<file path="src/rtl/watch_pkg.sv">
// Shared types and limits for the watch timekeeping core.
// Holds the set-mode encodings, BCD digit limits and the hour/minute step helpers.
package watch_pkg;

   typedef enum logic [1:0] {
      MODE_RUN      = 2'b00,
      MODE_SET_HOUR = 2'b01,
      MODE_SET_MIN  = 2'b10
   } mode_t;

   localparam logic [2:0] SEC_TENS_MAX     = 3'd5;
   localparam logic [2:0] MIN_TENS_MAX     = 3'd5;
   localparam logic [1:0] HR_MAX_TENS      = 2'd2;
   localparam logic [3:0] HR_MAX_ONES_AT_2 = 4'd3;

   typedef struct packed {
      logic [1:0] tens;
      logic [3:0] ones;
   } hour_t;

   typedef struct packed {
      logic [2:0] tens;
      logic [3:0] ones;
   } min_t;

   // Hours run 00..23; the ones digit only reaches 3 when the tens digit is 2.
   function automatic hour_t next_hour(input hour_t h);
      hour_t n;
      n = h;
      if (h.tens == HR_MAX_TENS && h.ones == HR_MAX_ONES_AT_2) begin
         n.tens = 2'd0;
         n.ones = 4'd0;
      end else if (h.ones == 4'd9) begin
         n.tens = h.tens + 2'd1;
         n.ones = 4'd0;
      end else begin
         n.ones = h.ones + 4'd1;
      end
      return n;
   endfunction

   function automatic logic min_at_max(input min_t m);
      return (m.tens == MIN_TENS_MAX) && (m.ones == 4'd9);
   endfunction

   function automatic min_t next_min(input min_t m);
      min_t n;
      n = m;
      if (min_at_max(m)) begin
         n.tens = 3'd0;
         n.ones = 4'd0;
      end else if (m.ones == 4'd9) begin
         n.tens = m.tens + 3'd1;
         n.ones = 4'd0;
      end else begin
         n.ones = m.ones + 4'd1;
      end
      return n;
   endfunction

endpackage

</file>
<file path="src/rtl/slow_edge_sync.sv">
// Two-flop synchronizer followed by a rising-edge detector.
// All three flops reset high so a level that is already high at reset release never looks like an edge.
module slow_edge_sync (
   input  logic clk,
   input  logic rst_n,
   input  logic level,
   output logic edge_pulse
);

   logic sync_a;
   logic sync_q;
   logic hist_q;

   always_ff @(posedge clk or negedge rst_n) begin
      if (!rst_n) begin
         sync_a <= 1'b1;
         sync_q <= 1'b1;
         hist_q <= 1'b1;
      end else begin
         sync_a <= level;
         sync_q <= sync_a;
         hist_q <= sync_q;
      end
   end

   assign edge_pulse = sync_q & ~hist_q;

endmodule

</file>
<file path="src/rtl/watch_time_counter.sv">
// 24-hour BCD timekeeping core with a RUN / SET_HOUR / SET_MIN adjust mode.
// Rising edges of the divider square wave are prescaled into one-second ticks.
module watch_time_counter
   import watch_pkg::*;
#(
   parameter int EDGES_PER_SEC = 1
) (
   input  logic       clk,
   input  logic       rst_n,
   input  logic       slow_clk,
   input  logic       mode_btn,
   input  logic       inc_btn,
   output logic [1:0] hr_tens,
   output logic [3:0] hr_ones,
   output logic [2:0] min_tens,
   output logic [3:0] min_ones,
   output logic [2:0] sec_tens,
   output logic [3:0] sec_ones,
   output logic [1:0] set_mode,
   output logic       sec_pulse
);

   localparam logic [7:0] PRESCALE_LAST = 8'(EDGES_PER_SEC - 1);

   logic       slow_edge;
   logic [7:0] prescaler;
   logic       tick_q;
   mode_t      mode;
   hour_t      hours;
   min_t       mins;
   logic [2:0] secs_tens;
   logic [3:0] secs_ones;

   slow_edge_sync u_slow_edge_sync (
      .clk        (clk),
      .rst_n      (rst_n),
      .level      (slow_clk),
      .edge_pulse (slow_edge)
   );

   // Leaving RUN clears the count so a partial second is never carried across an adjustment.
   always_ff @(posedge clk or negedge rst_n) begin
      if (!rst_n) begin
         prescaler <= 8'd0;
         tick_q    <= 1'b0;
      end else begin
         tick_q <= 1'b0;
         if (mode == MODE_RUN) begin
            if (mode_btn) begin
               prescaler <= 8'd0;
            end else if (slow_edge) begin
               if (prescaler == PRESCALE_LAST) begin
                  prescaler <= 8'd0;
                  tick_q    <= 1'b1;
               end else begin
                  prescaler <= prescaler + 8'd1;
               end
            end
         end
      end
   end

   // A mode press always beats a pending tick or an increment in the same cycle.
   always_ff @(posedge clk or negedge rst_n) begin
      if (!rst_n) begin
         mode      <= MODE_RUN;
         hours     <= '0;
         mins      <= '0;
         secs_tens <= 3'd0;
         secs_ones <= 4'd0;
         sec_pulse <= 1'b0;
      end else begin
         sec_pulse <= 1'b0;
         case (mode)
            MODE_RUN: begin
               if (mode_btn) begin
                  mode      <= MODE_SET_HOUR;
                  secs_tens <= 3'd0;
                  secs_ones <= 4'd0;
               end else if (tick_q) begin
                  sec_pulse <= 1'b1;
                  if (secs_ones != 4'd9) begin
                     secs_ones <= secs_ones + 4'd1;
                  end else begin
                     secs_ones <= 4'd0;
                     if (secs_tens != SEC_TENS_MAX) begin
                        secs_tens <= secs_tens + 3'd1;
                     end else begin
                        secs_tens <= 3'd0;
                        mins      <= next_min(mins);
                        if (min_at_max(mins)) begin
                           hours <= next_hour(hours);
                        end
                     end
                  end
               end
            end
            MODE_SET_HOUR: begin
               if (mode_btn) begin
                  mode <= MODE_SET_MIN;
               end else if (inc_btn) begin
                  hours <= next_hour(hours);
               end
            end
            MODE_SET_MIN: begin
               if (mode_btn) begin
                  mode <= MODE_RUN;
               end else if (inc_btn) begin
                  mins <= next_min(mins);
               end
            end
            default: mode <= MODE_RUN;
         endcase
      end
   end

   assign hr_tens  = hours.tens;
   assign hr_ones  = hours.ones;
   assign min_tens = mins.tens;
   assign min_ones = mins.ones;
   assign sec_tens = secs_tens;
   assign sec_ones = secs_ones;
   assign set_mode = mode;

endmodule

</file>
<file path="config.mk">
export PLATFORM = sky130hd
export DESIGN_NAME = watch_time_counter
export DESIGN_NICKNAME = d
export VERILOG_FILES = /design/src/rtl/watch_pkg.sv /design/src/rtl/slow_edge_sync.sv /design/src/rtl/watch_time_counter.sv
export SDC_FILE = /design/constraint.sdc
export NUM_CORES = 1
export LEC_CHECK = 0
export BUFFER_PORTS_ARGS = -buffer_cell sky130_fd_sc_hd__buf_4
export CORE_MARGIN = 1.5
export CORE_UTILIZATION = 50
export CTS_CLUSTER_SIZE = 24
export DETAILED_ROUTE_END_ITERATION = 7
export PLACE_DENSITY_LB_ADDON = 0.08
export SYNTH_ARGS = -nofsm -noshare
export SYNTH_HDL_FRONTEND = slang
export SYNTH_HIERARCHICAL = 1
export SYNTH_SLANG_ARGS = --single-unit
</file>
<file path="constraint.sdc">
create_clock -name clk -period 2.6 [get_ports clk]
set_input_delay 0.13 -clock clk [delete_from_list [all_inputs] [get_ports clk]]
set_output_delay 0.13 -clock clk [all_outputs]
set_load 0.05 [all_outputs]
</file>
* Word level (Yosys, flattened, before mapping)
Index checks and enable logic that the tools add are counted.
Storage, ports and cells: word-level logic and storage cells 100, output and inout port bits 23, bits of input ports 5, register bits 35
Cells by class: eq/ne operators 22, mux-type cells 42, bitwise gates (word level) 2, reductions and logical operators 14, $add $sub $neg 7
Operator list (count):
- 7-bit 2-to-1 mux | 7
- 6-bit 2-to-1 mux | 8
- 8-bit 2-to-1 mux | 3
- 2-bit != test (second input constant) | 12
- 4-bit 2-to-1 mux | 5
- 3-bit 2-to-1 mux | 5
- 7-bit one-hot mux with 2 select lines | 1
- 4-bit by 1-bit adder with 4-bit output (second input constant) | 3
- 6-bit one-hot mux with 2 select lines | 1
- 8-bit by 1-bit adder with 8-bit output (second input constant) | 1
- 4-bit equality test (second input constant) | 2
- 8-bit logical NOT | 1
- 2-bit 2-to-1 mux | 4
- 8-bit AND reduction | 1
- 2-bit nonzero test | 4
- 1-bit 2-to-1 mux | 7
- 7-bit AND reduction | 1
- 3-bit by 1-bit adder with 3-bit output (second input constant) | 2
- 2-bit one-hot mux with 3 select lines | 1
- 3-bit AND reduction | 2
- 2-bit equality test (second input constant) | 2
- 4-bit by 2-bit equality test with 1-bit output (second input constant) | 1
- 4-bit != test (second input constant) | 1
- 2-bit AND reduction | 2
- 9 further kinds | 10

* Longest topological paths before layout
Gate-level depths: netlist of the first run.
word-level depth 9, mapped depth 6, depth with buffers taken out 6

* Cells and area by module
The synthesis of the first run kept the hierarchy.
By module, submodules not included:
- watch_time_counter | sequential area each 800.8 µm², area an instance 1855.5 µm², instances 1, cells each 186
- slow_edge_sync | sequential area each 78.8 µm², area an instance 92.6 µm², instances 1, cells each 4

* Worst setup path after synthesis of the first run
Ideal clock, no wire load.
path kind reg-to-reg, start register secs_ones[0] (netlist: sec_ones[0]), end register hours (netlist bit hr_tens[0]), setup time 0.125 ns, path buffers 0, period minus slack after synthesis 2.216 ns, required time 2.475 ns, arrival time 2.091 ns, path slack 0.384 ns, cell stages (with the launch flop) 6, cells stage by stage dfrtp_1 -> ha_1 -> nand4b_4 -> o41ai_2 -> and3_1 -> mux2_2
Between the ends: word-level cells in the longest chain between the ends 3
RTL lines:
- from (decl) | line watch_time_counter.sv:32 | logic [3:0] secs_ones;
- from (signal assigned) | line watch_time_counter.sv:83 | secs_ones <= secs_ones + 4'd1;
- 4-bit != test | line watch_time_counter.sv:82 | if (secs_ones != 4'd9) begin
- 2-bit != test (no source line)
- 8-bit AND reduction (no source line)
- to (signal assigned) | line watch_time_counter.sv:92 | hours <= next_hour(hours);
- to (signal assigned) | line watch_time_counter.sv:102 | hours <= next_hour(hours);
- to (decl) | line watch_time_counter.sv:29 | hour_t hours;
No other way between the ends. A chain may end at the register's enable or synchronous reset.

* Final worst setup path of the first run
start register secs_ones[1] (netlist: sec_ones[1]), end register hours (netlist bit hr_tens[0])
The elaborated chain is that of the path after synthesis.

==> run metrics, run 1 <==
pre-CTS setup slack=566 ps; reg-to-reg endpoint=hr_tens[0]; Max-Slew Margin vs Limit=52.0%; post_cts resized=0; Final min period=2040 ps; GR Util met2=35.3%; diode count=0; RSZ-0062 raised after global routing=false; CP startpoint kind=register; I/O pin total=28; Final ANT Viol Nets=0; cell area after synthesis=a little under 0.002 mm^2; clock latency on the worst-skew pair=290 ps; Max-Cap Viols=0; Worst Tran Pin Value=715 ps; predominant post-synthesis flop cell=dfrtp_1; max-slew violations=0; average wire per standard cell=14.4 um; critical path peak fanout=5; YS warnings=6; WHS=136 ps; critical path's slowest cell=o41ai_2; worst hold path type=in -> reg; Worst Reg-to-Reg Cells=6; critical path class=reg -> reg; TritonRoute pass-1 iters=4; met1 usage in global routing=25.5%; critical path depth=6; H-tree levels=2; worst r2r src=sec_ones[1]; number of port buffers=27; placed instance count=261; WP data arrival=2220 ps; GRT Overall Usage=a little over a fifth; grt total ovfl=0; Std-Cell Rows=22; GPL Wtd Cong=around 0.81; Cell Area, Placed=0.00218 mm^2; final setup violating endpoints=0; Final Routed Wirelength=3910 um; Critical Path Max Stage Delay=500 ps; final net count=237; initial antenna violation count=0; Leak=1.07 nW; Syn Nets=slightly above 200; Synth cell types=50; post-synthesis area per instance=about 10 um^2; worst path bufs/invs=1; vias=1,560; FF+latch count, synth=35; Finished Cell Area=approximately 0.0023 mm^2; PwrDens=1080 mW/mm^2; residual DRC count=0; final critical-path share of the clock period=78.5%; Die ar.=0.00428 mm^2; Vias/cell=about 5.8; clock sinks=35; worst-case clock skew=3.77 ps; crit-path cells=inv_1, ha_1, nand4b_4, o41ai_2, and3_1, mux2_2; CORE AREA=0.00369 mm^2; Setup crit start=sec_ones[1]; Synth Instances=190; f_max=490 MHz; Iter 0 DRT Violations=76; share of flip-flops with an asynchronous set or reset=100%; first-pass GRT wire length=6840 um; Final WS setup=558 ps; CP required=roughly 2800 ps; Finished Layout Cells=271; hpwl dp=roughly 2800 um; cts bufs inserted=5; Peak VDD IR=roughly 420 uV; pin count of the biggest net entering global routing=36; sequential share of the synthesized area=45.2%; Worst R2R Setup Slack=560 ps; Final Hold Viols=0; status=complete, no violations; setup_tns=0 ps; share of post-route cells with drive strength above 1=22.4%; endpoint class of the critical path=register; Post-synth EDFFs=0; busiest grt layer=met2; Critical path destination=hr_tens[0]; Initial Util=52.8%; clock buffer depth=2; clock root buffer=clkbuf_8; area added between synthesis and finish=17.1%; die width=~65 um; met3 Usage GRT=~5.3%; vias in the first global route=1,498; Crit path max-delay family=compound AO/OA/AOI/OAI gates; die height=65.4 um; CTS tree=yes; Worst-path clk slew=70 ps
worst register-to-register path: stages (launching register included):
cell and delay [ps]:
dfrtp_1 430, inv_1 70, ha_1 200, nand4b_4 130, o41ai_2 500, and3_1 270, mux2_2 330
state kept, by name, indices dropped and copies added (netlist names):
signal / count
hr_ones: 4
hr_tens: 2
min_ones: 4
min_tens: 3
prescaler: 8
sec_ones: 4
sec_pulse: 1
sec_tens: 3
set_mode: 2
tick_q: 1
u_slow_edge_sync/hist_q: 1
u_slow_edge_sync/sync_a: 1
u_slow_edge_sync/sync_q: 1
cell usage after synthesis (2+ instances only):
master	count	area [um^2]
a211oi_1	4	30.0
a21o_1	2	15.0
a21oi_1	4	20.0
a22o_1	3	26.3
a22o_2	2	20.0
and2_1	3	18.8
and3_1	4	25.0
and3b_1	2	17.5
buf_2	2	10.0
buf_6	2	22.5
dfrtp_1	32	801
dfstp_2	3	78.8
ha_1	10	125
inv_1	9	33.8
mux2_2	4	45.0
nand2_1	16	60.1
nand2b_1	2	12.5
nand3_1	8	40.0
nand3b_1	3	22.5
nor2_1	19	71.3
nor2b_1	2	12.5
nor3_1	3	15.0
nor3b_1	2	15.0
nor4_1	2	12.5
o2111ai_1	2	17.5
o211ai_1	2	15.0
o21a_1	2	15.0
o21ai_0	12	60.1
o21ai_1	2	10.0
o31ai_1	2	15.0
or3_1	2	12.5
xnor2_1	5	43.8
stage by stage:
| stage | total power (W) | util, % |
|---|---|---|
| CTS | 0.00248 | 61.9 |
| detailed placement | 0.00209 | 59.1 |
| global route | 0.00262 | 61.9 |
| floorplan | 0.00175 | - |
| global placement | 0.00204 | 59.1 |
| finish | 0.00246 | 61.9 |
worst min-delay path by stage:
stage | slack, ps | endpoint | depth (start not counted) | start
after floorplan | -170 | hr_ones[0] | 0 | rst_n
after global placement | 110 | sec_tens[0] | 1 | rst_n
after detailed placement | 110 | sec_tens[0] | 1 | rst_n
after CTS | 120 | sec_tens[2] | 2 | mode_btn
after global routing | 130 | sec_tens[2] | 2 | mode_btn
final | 140 | sec_tens[2] | 2 | mode_btn
what timing repair did:
item | in CTS | in global routing
hold buffers | 2 | 0
endpoints found under the hold margin | 33 | 0
buffers inserted | 0 | 0
placed cells by master (no fill, tap or decap), types with 3 or more instances in the layout:
cell | synthesis | layout
and2_1 | 3 | 3
ha_1 | 10 | 10
nor2_1 | 19 | 19
mux2_2 | 4 | 4
a21oi_1 | 4 | 4
dfrtp_1 | 32 | 32
dfstp_2 | 3 | 3
clkbuf_8 | 0 | 5
inv_1 | 9 | 9
buf_4 | 0 | 27
and3_1 | 4 | 4
nand2_1 | 16 | 16
clkinv_2 | 0 | 3
a22o_1 | 3 | 3
nand3b_1 | 3 | 3
xnor2_1 | 5 | 5
o21ai_0 | 12 | 12
a211oi_1 | 4 | 4
nand3_1 | 8 | 8
nor3_1 | 3 | 3
layout make-up:
type | instances | area [um^2]
fillers | 316 | 1410
flip-flops and latches | 35 | 880
clock inverters | 3 | 15.0
well taps | 48 | 60.1
clock buffers | 5 | 68.8
repair buffers | 29 | 223
inverters | 9 | 33.8
multi-input cells | 142 | 1000
cell families after synthesis:
kind of cell | count (synthesis) | share of synthesized area, %
and+or+nand+nor | 76 | 22.3
muxes | 5 | 2.83
adders and majority gates | 10 | 6.42
xor gates and xnor gates | 5 | 2.25
buffers and inverters | 13 | 3.40
DFF | 35 | 45.2
AOI/OAI and AO/OA | 46 | 17.7
where the power goes:
part	switching, W	internal [W]	total [W]
registers	0.000207	0.000673	0.000880
clock network	0.000196	0.000183	0.000379
logic	0.000792	0.000405	0.00120
routing by layer:
| metal | share of wire, % | vias to the layer above |
|---|---|---|
| met5 | 0 | - |
| met4 | 1.6 | 0 |
| met3 | 4.4 | 7 |
| met2 | 50 | 36 |
| met1 | 44 | 762 |
| li1 | - | 755 |
No activity file was read; power rests on OpenSTA's default activity.
==> inputs of run 2 (changes only) <==
clock period = 1.8 ns   (was 2.6 ns; I/O delays follow)
==> run metrics, run 2 (synthesis gave the netlist of run 1 again) <==
Std-Cell Rows=22 (unchanged); clock buffer depth=2 (unchanged); share of post-route cells with drive strength above 1=40.4% (+18 points); Initial Util=52.8% (unchanged); Final Routed Wirelength=4240 um (+8.6%); most common cell after layout, fill and taps aside=buf_4; PwrDens=1550 mW/mm^2 (+44%); CP required=1970 ps (-810 ps); final setup violating endpoints=0 (unchanged); Vias/cell=5.61 (-2.6%); f_max=557 MHz (+14%); I/O pin total=28 (unchanged); H-tree levels=2 (unchanged); crit-path cells=inv_2, ha_4, nand4b_4, o41ai_4, and3_4, mux2_4; Iter 0 DRT Violations=111 (+46%); Worst-path clk slew=70 ps (about the same); critical path's slowest cell=dfrtp_2; cts bufs inserted=5 (unchanged); vias in the first global route=1,574 (+5.1%); Critical Path Max Stage Delay=410 ps (-90 ps); endpoint class of the critical path=register; clock root buffer=clkbuf_8; die height=65.4 um (unchanged); WP data arrival=1970 ps (-250 ps); Final ANT Viol Nets=0 (unchanged); initial antenna violation count=0 (unchanged); TritonRoute pass-1 iters=4 (unchanged); area added between synthesis and finish=30.8%; clock sinks=35 (unchanged); critical path peak fanout=3 (-2); Top reg by flops=prescaler; Final Hold Viols=0 (unchanged); final net count=254 (+7.2%); Largest register FFs=8 (unchanged); CP startpoint kind=register; hpwl dp=3100 um (+10%); clock latency on the worst-skew pair=280 ps (about the same); Final Util=69.1% (+7.2 points); status=complete, no violations; CORE AREA=0.00369 mm^2 (unchanged); Leak=1.18 nW (+10%); worst-case clock skew=3.11 ps (-0.664 ps); number of port buffers=27 (unchanged); Fillers=283 (-10%); Worst Tran Pin Value=555 ps (-160 ps); first-pass GRT wire length=7290 um (+6.6%); grt total ovfl=0 (unchanged); Die ar.=0.00428 mm^2 (unchanged); critical path class=reg -> reg; average wire per standard cell=14.7 um (+2.2%); GRT Overall Usage=22.7% (+1.8 points); residual DRC count=0 (unchanged); GPL Wtd Cong=0.819 (+0.66%); placed instance count=275 (+5.4%); Max-Cap Viols=0 (unchanged); Max-Slew Margin vs Limit=62.8% (+11 points); Peak VDD IR=1030 uV (+140%); worst hold path type=in -> reg; max-slew violations=0 (unchanged); commonest non-fill, non-tap cells in the layout=buf_4 (43), nor2_1 (17), dfrtp_1 (17), nand2_1 (15), dfrtp_2 (15); diode count=0 (unchanged); pin count of the biggest net entering global routing=36 (unchanged); RSZ-0062 raised after global routing=true; Final min period=1800 ps (-246 ps); die width=65.4 um (unchanged); vias=1,615 (+3.5%); Finished Layout Cells=288 (+6.3%); CTS tree=yes; final critical-path share of the clock period=99.8% (+21 points)
==> run 2: cell types whose count changed in the layout (fill, tap and decap cells not counted), sizes merged <==
cell / before / now
buf: 27 / 44
clkbuf: 5 / 7
clkinv: 3 / 1
==> run 2: final timing paths <==
check / startpoint / to / slack (ps) / cells after the start
worst max-delay path: sec_ones[1] / hr_tens[0] / 4 / 6
worst min-delay path: mode_btn / tick_q / 140 / 3
worst max register to register: sec_ones[1] / hr_tens[0] / 4 / 6
worst min register to register: u_slow_edge_sync/sync_a / u_slow_edge_sync/sync_q / 350 / 0
max in group asynchronous: rst_n / hr_ones[0] / 1160 / 2
min in group asynchronous: rst_n / sec_pulse / 290 / 2
==> run 2: metrics by stage <==
stage	TNS, ps	total power [W]	instance area [um^2]	hold slack, ps	worst slack, ps
6_report	0	0.00396	2550	139	4.41
4_1_cts	0	0.00392	2490	129	0.745
2_1_floorplan	-96.1	0.00265	2030	-206	-91.7
5_1_grt	-236	0.00421	2550	150	-79.9
3_3_place_gp	0	0.00325	2370	64.0	16.0
3_5_place_dp	-134	0.00334	2370	71.5	-39.7
==> run 2: critical path, delay by kind of cell, from the launching register on <==
kind / cells / cell delay (ps)
mux: 1 / 290
flops: 1 / 410
compound gates: 1 / 360
fa+ha+maj: 1 / 150
buf+inv: 1 / 70
simple gates: 2 / 400
==> run 2: power breakdown <==
part	internal, W	switching (W)
Sequential	0.000998	0.000246
Clock	0.000272	0.000280
Combinational	0.000825	0.00134
Total	0.00209	0.00186
==> run 2: cell type report <==
| cell class | instances | area (um^2) | area share (%) |
|---|---|---|---|
| multi-input combinational | 142 | 1120 | 44.0 |
| sequential | 35 | 898 | 35.2 |
| timing repair buffer | 46 | 354 | 13.9 |
| clock buffer | 7 | 76.3 | 2.99 |
| tap | 48 | 60.1 | 2.36 |
| inverter | 9 | 33.8 | 1.33 |
| clock inverter | 1 | 5.00 | 0.196 |
==> run 2: metal layers <==
metal / up-vias / wire length [um] / global-route usage [%] / share of wire (%)
li1: 791 / - / - / -
met5: - / 0 / 0 / 0
met1: 786 / 1940 / 27.5 / 46
met3: 7 / 150 / 6.51 / 3.5
met2: 31 / 2080 / 39.0 / 49
met4: 0 / 69 / 7.29 / 1.6
==> run 2: timing repair <==
item / CTS / global route
hold buffers: 2 / 0
endpoints found under the hold margin: 33 / 0
setup buffers: 2 / 1
pin swaps: 1 / 6
resized for setup: 2 / 13
endpoints found under the setup margin: 5 / 12
==> inputs of run 3 (changes only) <==
ABC_AREA = 1   (was unset)
==> run metrics, run 3 <==
RSZ-0062 raised after global routing=false; most common cell in the netlist=nand2_1; endpoint class of the critical path=register; CORE AREA=0.00366 mm^2 (-0.75%); Largest register FFs=8 (unchanged); post-synthesis area per instance=8.14 um^2 (-21%); clock root buffer=clkbuf_8; vias in the first global route=1,485 (-5.7%); Syn Nets=248 (+21%); post-CTS setup repair buffer count=0 (-2); Leak=1.13 nW (-3.8%); share of post-route cells with drive strength above 1=17.5% (-23 points); share of flip-flops with an asynchronous set or reset=100% (unchanged); critical path class=reg -> reg; pin count of the biggest net entering global routing=36 (unchanged); diode count=0 (unchanged); Final Hold Viols=0 (unchanged); first-pass GRT wire length=6180 um (-15%); residual DRC count=0 (unchanged); status=complete, no violations; area added between synthesis and finish=19.3%; CP required=1980 ps (about the same); most frequent cells after synthesis=nand2_1 (62), dfrtp_1 (32), inv_1 (31), nor2_1 (23), nand3_1 (18); FF+latch count, synth=35 (unchanged); Max-Cap Viols=0 (unchanged); Worst-path clk slew=70 ps (about the same); worst hold path type=in -> reg; cell area after synthesis=0.00190 mm^2 (-2.6%); Final Routed Wirelength=3470 um (-18%); number of port buffers=27 (unchanged); f_max=627 MHz (+13%); H-tree levels=2 (unchanged); average wire per standard cell=11.0 um (-26%); clock latency on the worst-skew pair=280 ps (about the same); post-synth top area cell=dfrtp_1; cts bufs inserted=5 (unchanged); GRT Overall Usage=18.8% (-3.9 points); final setup violating endpoints=0 (unchanged); Synth cell types=25 (-50%); Iter 0 DRT Violations=65 (-41%); Top reg by flops=prescaler; TritonRoute pass-1 iters=4 (unchanged); Final min period=1590 ps (-201 ps); synth top area cells=dfrtp_1 (42%), nand2_1 (12%), ha_1 (6.6%); clock sinks=35 (unchanged); Initial Util=51.8% (-1.0 points); GPL Wtd Cong=0.731 (-11%); WP data arrival=1770 ps (-200 ps); sequential share of the synthesized area=46.4% (+1.2 points); hpwl dp=2530 um (-18%); initial antenna violation count=0 (unchanged); Synth Instances=233 (+23%); setup_tns=0 ps (unchanged); Final WS setup=205 ps (+201 ps); Vias/cell=4.97 (-11%); die height=64.6 um (-1.3%); critical path peak fanout=10 (+7); worst-case clock skew=7.19 ps (+4.08 ps); I/O pin total=28 (unchanged); grt total ovfl=0 (unchanged); die width=64.6 um (-1.3%); YS warnings=6 (unchanged); clock buffer depth=2 (unchanged); final critical-path share of the clock period=88.6% (-11 points); Peak VDD IR=907 uV (-12%); pre-CTS setup slack=185 ps (+225 ps); Std-Cell Rows=22 (unchanged); CTS tree=yes; PwrDens=1420 mW/mm^2 (-8.6%); area share of the largest cell type after synthesis=42.2% (+1.1 points); commonest non-fill, non-tap cells in the layout=nand2_1 (62), dfrtp_1 (32), inv_1 (31), buf_4 (27), nor2_1 (23); Worst Tran Pin Value=438 ps (-116 ps); vias=1,577 (-2.4%); predominant post-synthesis flop cell=dfrtp_1; Post-synth EDFFs=0 (unchanged); most common cell after layout, fill and taps aside=nand2_1; Final ANT Viol Nets=0 (unchanged); Die ar.=0.00417 mm^2 (-2.5%); CP startpoint kind=register; final net count=283 (+11%); Max-Slew Margin vs Limit=70.8% (+8.0 points); max-slew violations=0 (unchanged)
## run 3: changes by cell type after synthesis, sizes merged, moves of 5 or more
cell / delta
xor2: +6
nor2: +9
inv: +22
nand3: +10
a22o: -5
nand2: +47
## run 3: cell families after synthesis
logic type / count (synthesis) / share of synthesized area (%)
buffers and inverters: 32 / 6.53
XOR/XNOR: 8 / 3.69
AO/OA/AOI/OAI: 30 / 9.70
flip-flops: 35 / 46.4
adder cells (fa/ha/maj): 10 / 6.60
AND/OR/NAND/NOR: 118 / 27.1
## run 3: repair_timing
item	CTS	global route
hold buffers	2	0
gates resized for setup	0	0
hold endpoints to repair	33	0
endpoints found under the setup margin	0	0
## run 3: final cells by class
cell class / instances / area [um^2]
Tap cell: 48 / 60.1
Inverter: 31 / 116
Multi-Input combinational cell: 166 / 893
Clock buffer: 7 / 86.3
Sequential cell: 35 / 880
Timing Repair Buffer: 29 / 223
Fill cell: 350 / 1400
Clock inverter: 1 / 5.00
## run 3: critical path: stages, from the launching register on
cell	delay [ps]
dfrtp_1	410
inv_1	90
ha_1	150
nand3_1	150
nand2_1	90
nand2_1	120
nor2_4	240
nand2_1	120
nand2_1	70
nand2_1	50
## run 3: report_power, final
part           switching (W)  internal [W]  total (W)
Sequential          0.000225      0.000947    0.00117
Clock               0.000276      0.000309   0.000585
Combinational        0.00101      0.000444    0.00146
Total                0.00151       0.00170    0.00321
## run 3: final timing paths
kind | start | to | slack [ps] | depth (start not counted)
worst min-delay path | mode_btn | sec_pulse | 70 | 2
min in group asynchronous | rst_n | sec_ones[3] | 280 | 2
worst min register to register | u_slow_edge_sync/sync_a | u_slow_edge_sync/sync_q | 360 | 0
max in group asynchronous | rst_n | u_slow_edge_sync/hist_q | 1160 | 2
worst max-delay path | sec_ones[1] | min_tens[0] | 210 | 9
worst max register to register | sec_ones[1] | min_tens[0] | 210 | 9
## run 3: layer usage
metal	share of wire [%]	track usage [%]	vias to the layer above	wire length, um
met5	0	0	-	0
met2	47	31.8	22	1640
li1	-	-	817	-
met1	49	24.0	734	1710
met3	2.9	5.21	4	100
met4	0.86	4.79	0	30
## run 3: through the flow
step           power (W)  hold WS (ps)  utilization [%]  cell area, um^2  instances
5_1_grt          0.00343          84.3             61.8             2260        317
3_3_place_gp     0.00263          70.1             58.8             2150        307
3_5_place_dp     0.00266          75.0             58.8             2150        307
6_report         0.00321          74.9             61.8             2260        317
4_1_cts          0.00325          75.2             61.8             2260        317
2_1_floorplan    0.00223          -206                -             1900        233
